File: config.mk
export PLATFORM = sky130hd
export DESIGN_NAME = maxpool_relu_stream
export DESIGN_NICKNAME = d
export VERILOG_FILES = /design/src/rtl/maxpool_relu_stream.sv
export SDC_FILE = /design/constraint.sdc
export NUM_CORES = 1
export LEC_CHECK = 0
export BUFFER_PORTS_ARGS = -buffer_cell sky130_fd_sc_hd__buf_2
export CORE_ASPECT_RATIO = 1.4
export CORE_UTILIZATION = 40
export CTS_CLUSTER_SIZE = 8
export DETAILED_ROUTE_END_ITERATION = 10
export PLACE_DENSITY = 0.58
export SYNTH_ARGS = -nofsm -noshare
export SYNTH_HDL_FRONTEND = slang
export SYNTH_SLANG_ARGS = --single-unit
File: constraint.sdc
create_clock -name clk -period 5.4 [get_ports clk]
set_input_delay 0.54 -clock clk [delete_from_list [all_inputs] [get_ports clk]]
set_output_delay 0.54 -clock clk [all_outputs]
set_load 0.005 [all_outputs]
File: src/rtl/maxpool_relu_stream.sv
// maxpool_relu_stream: streaming 2x2 stride-2 max-pool with a half-width line buffer.
// Define MAXPOOL_RELU_EN to clamp negative pooled results to zero.
module maxpool_relu_stream #(
    parameter int DATA_WIDTH = 16,
    parameter int H = 28,
    parameter int W = 28
) (
    input  logic                         clk,
    input  logic                         reset,
    input  logic                         in_valid,
    output logic                         in_ready,
    input  logic signed [DATA_WIDTH-1:0] in_data,
    output logic                         out_valid,
    input  logic                         out_ready,
    output logic        [DATA_WIDTH-1:0] out_data,
    output logic                         out_last
);
    localparam int CW = $clog2(W);
    localparam int RW = $clog2(H);
    localparam int LW = (CW > 1) ? CW - 1 : 1;
    logic [CW-1:0] col;
    logic [RW-1:0] row;
    logic [LW-1:0] li;
    logic signed [DATA_WIDTH-1:0] hold, pair, lb_rd, result, pooled;
    logic signed [DATA_WIDTH-1:0] lb [2**LW];
    logic xfer, last_col, last_row;

    always_comb begin
        in_ready = !out_valid || out_ready;
        xfer = in_valid && in_ready;
        last_col = col == CW'(W - 1);
        last_row = row == RW'(H - 1);
        li = LW'(col >> 1);
        lb_rd = lb[li];
        pair = (in_data > hold) ? in_data : hold;
        result = (pair > lb_rd) ? pair : lb_rd;
`ifdef MAXPOOL_RELU_EN
        pooled = (result < 0) ? '0 : result;
`else
        pooled = result;
`endif
    end

    // even rows park their horizontal pair maxima for the odd row below
    always_ff @(posedge clk)
        if (xfer && col[0] && !row[0]) lb[li] <= pair;

    always_ff @(posedge clk or posedge reset) begin
        if (reset) begin
            col <= '0;
            row <= '0;
            hold <= '0;
            out_valid <= 1'b0;
            out_last <= 1'b0;
            out_data <= '0;
        end else begin
            if (xfer) begin
                col <= last_col ? '0 : col + 1'b1;
                if (last_col) row <= last_row ? '0 : row + 1'b1;
                if (!col[0]) hold <= in_data;
            end
            if (xfer && col[0] && row[0]) begin
                out_valid <= 1'b1;
                out_data <= pooled;
                out_last <= last_row && last_col;
            end else if (out_ready) begin
                out_valid <= 1'b0;
            end
        end
    end
endmodule

==> key figures <==
Status
  • Outcome: finished clean

STA
  • Final-report max-slew violation count: 0
  • Clock Skews: 0.0117 ns
  • Fin crit period: 4.91 ns
  • Setup TNS: 0 ns
  • Fin. Hold Viols: 0
  • RSZ-0062 raised after global routing: no
  • Highest clock rate: 204 MHz
  • Part of the cycle the worst path needs: 0.909
  • Slew HR: 0.285
  • Final setup viols: 0
  • Worst Tran Pin Value: 1.07 ns

Synthesis
  • Xor and xnor area share after synthesis: 0
  • Post-synthesis sequential area ratio: 0.686
  • Syn_area_per_cell: 16.9 µm²
  • Post-Syn Nets: 811
  • Synth area leaders: edfxtp_1, mux4_2, dfrtp_1
  • Top FF cell, synth: edfxtp_1
  • EDFF count, synth: 256
  • Synth warnings: 0
  • Adder-cell area share of the yosys netlist: 0.0332
  • Post-synthesis simple-gate area fraction: 0.0527
  • Asr flop ratio synth: 0.147
  • Yosys top cell by area: edfxtp_1
  • Synth top area share: 0.600
  • Netlist cell types: 47
  • Mux share of post-synthesis cell area: 0.161
  • Post-Synthesis Cell Area: 12800 µm²
  • Main combinational cell family by area after synthesis: multiplexers
  • Flops & latches, synth: 300
  • Compound-Gate Fraction of Synth Area: 0.0486
  • Synth Instances: 757

Setup path
  • RR Startpoint: hold[15]$_DFFE_PP0P_
  • CP max FO: 18
  • CP arrival: 5.38 ns
  • Critical-path cell list: inv_1, ha_1, nand4_2, or2_1, nor3_2, a31oi_1, mux2i_2, buf_4, mux2_2, ha_1, nand4_1, or3_1, a21oi_1, a211o_1, mux2i_1, buf_4, a31o_2
  • Req. time, crit path: 5.87 ns
  • WS Path Type: flip-flop to flip-flop
  • Worst path slowest cell: mux2_2
  • Worst Setup SP: hold[15]$_DFFE_PP0P_
  • Startpoint Class: flip-flop
  • CP max stage delay: 0.52 ns
  • Crit path capture type: flip-flop
  • FF-to-FF setup slack: 0.49 ns

Power and ir drop
  • Power Density: 587 nW/µm²
  • Seq pwr share: 0.396
  • Pint: 5.89 mW
  • Leakage: 5.23 nW
  • Maximum resistive drop on vdd: 294 µV
  • Switch share: 0.324
  • Clk pwr share: 0.285
  • Power share of the combinational group: 0.319
  • P_sw: 2.83 mW

Hold path
  • Worst min-delay path category: input pin to flip-flop
  • HP Start: in_data[5]

Finish
  • Non-Filler Instances: 1261
  • Final core occ: 0.472
  • Layout cell share with drive strength beyond 1: 0.279
  • Final net count: 887
  • Antenna diodes: 0
  • Layout area overhead: 16.1%

Place
  • Final GP Congestion: 0.748
  • DP HPWL: 18100 µm
  • IO Port Bufs: 38
  • Cells after DPL: 1183

Clock network
  • Clock Latency Late Sink: 0.53 ns
  • Clk sinks: 300
  • Root Driver: clkbuf_16
  • Hold buffers post-CTS: 0
  • Worst-path clk slew: 0.05 ns
  • CTS buffer count: 43
  • CTS tree: yes
  • CTS Buffer Depth: 3
  • Clock H-tree levels: 2
  • Cts repair resizes: 0
  • Setup bufs post-CTS: 0

Global routing
  • GRT Total Usage: 0.184
  • Vias in the first global route: 7031
  • Antenna violations before repair: 0
  • Largest net degree at the start of global routing: 45
  • First-pass GRT wire length: 43600 µm
  • Congestion Overflow GR: 0

Floorplan
  • Die extent in x: 153 µm
  • Initial Utilization: 0.406
  • Top Ports: 39
  • Core Region: 31500 µm²
  • Full die area: 32700 µm²
  • Die H: 214 µm
  • # rows: 77

Route
  • Vias/cell: 5.47
  • Drt pass-1 iters: 4
  • Wire per inst: 23.0 µm
  • Drt first-iter violations: 609
  • Antenna viol nets, final: 0
  • Routed WL: 28900 µm
  • DRC: 0
  • Total number of vias: 6901

Flow run
  • Max-cap violations: 0
per-layer routing:
metal | global-route usage | wire length, µm | share of wire
met3 | 0.0281 | 1270 | 0.044
met5 | 0 | 0 | 0
met1 | 0.249 | 12700 | 0.44
met4 | 0.0578 | 635 | 0.022
met2 | 0.306 | 14300 | 0.49
worst paths after layout:
check                                           to  cells after the start
max                        out_data[8]$_DFFE_PP0P_                     17
min                            hold[5]$_DFFE_PP0P_                      3
max reg2reg                out_data[8]$_DFFE_PP0P_                     17
min reg2reg                   out_last$_DFFE_PP0P_                      2
max in group asynchronous       col[1]$_DFFE_PP0P_                      2
min in group asynchronous     hold[10]$_DFFE_PP0P_                      2
flip-flops by register name, indices dropped and copies added, names as in the netlist:
signal	count
out_valid	1
lb	256
row	5
hold	16
col	5
out_last	1
out_data	16
cells in the mapped netlist (2+ instances only):
master,instances
nor2b_1,3
a21o_1,3
a31o_1,10
nor3_1,6
a211o_1,2
dfrtp_1,44
nand2b_1,6
mux2_2,22
o21ai_1,3
ha_1,34
nand4b_1,2
clkbuf_1,20
a31oi_1,2
o21ai_0,54
and3_1,2
inv_1,20
mux4_2,65
nand4_1,7
nand3b_1,3
buf_2,9
mux2i_1,18
a21oi_1,15
nor2_1,20
buf_1,6
mux2_4,10
buf_6,2
a31o_2,5
or3_1,2
nand2_1,80
o211ai_1,3
nand3_1,8
edfxtp_1,256
cell usage in the layout (no fill, tap or decap), drive strengths merged:
master  Yosys  routed
nor2b       3       3
clkbuf     20      78
nand4       8       8
nand2      80      80
mux2       32      32
a31o       15      15
a221oi      1       1
a211oi      1       1
buf        17      68
or3         2       2
nor4        1       1
nor2       20      20
o221ai      1       1
a22o        1       1
mux2i      19      19
a21o        3       3
nand4b      2       2
a21oi      15      15
ha         34      34
dfrtp      44      44
edfxtp    256     256
nor3b       1       1
and3        2       2
inv        20      20
mux4       65      65
or2         2       2
nand3b      3       3
o31ai       1       1
nand3       8       8
a211o       2       2
o211ai      3       3
a31oi       2       2
o21a        1       1
nand2b      6       6
and4        1       1
nor3        7       7
and2        1       1
o21ai      57      57
power by group through the flow:
stage | combinational (mW) | clock (mW) | sequential, mW
final | 2.79 | 2.48 | 3.45
after global routing | 3.09 | 2.62 | 3.49
after CTS | 2.83 | 2.53 | 3.47
after detailed placement | 2.81 | 0 | 3.51
after global placement | 2.77 | 0 | 3.51
after floorplan | 2.16 | 0 | 3.24
logic make-up (layout without fill, tap and decap cells):
kind of cell             Yosys count  count (layout)
AO/OA/AOI/OAI                    103             103
adder cells (fa/ha/maj)           34              34
buffers and inverters             57             166
flip-flops                       300             300
multiplexers                     116             116
AND/OR/NAND/NOR                  147             147
metrics by stage:
step           setup WS [ns]  hold slack, ns  power, mW  cell area [µm²]
3_3_place_gp           0.372           0.466       6.28            13600
2_1_floorplan          0.860           0.461       5.40            12800
6_report               0.492           0.258       8.72            14900
4_1_cts                0.477           0.240       8.82            14900
5_1_grt                0.208           0.271       9.21            14900
3_5_place_dp           0.265           0.469       6.32            13600
critical path: cells and delay by family (launching register included):
| kind | cells | cell delay [ns] |
|---|---|---|
| DFF | 1 | 0.37 |
| buffers and inverters | 3 | 0.65 |
| muxes | 3 | 1.14 |
| AOI/OAI and AO/OA | 4 | 0.54 |
| and+or+nand+nor | 5 | 1.29 |
| adders and majority gates | 2 | 0.84 |
final cells by class:
class                      count  area, µm²
clock buffer                  78       1260
tap                          395        494
sequential                   300       8790
inverter                      20       75.1
fill                        2632      16600
multi-input combinational    400       3830
timing repair buffer          68        415
Power figures use the tool's default switching activity.
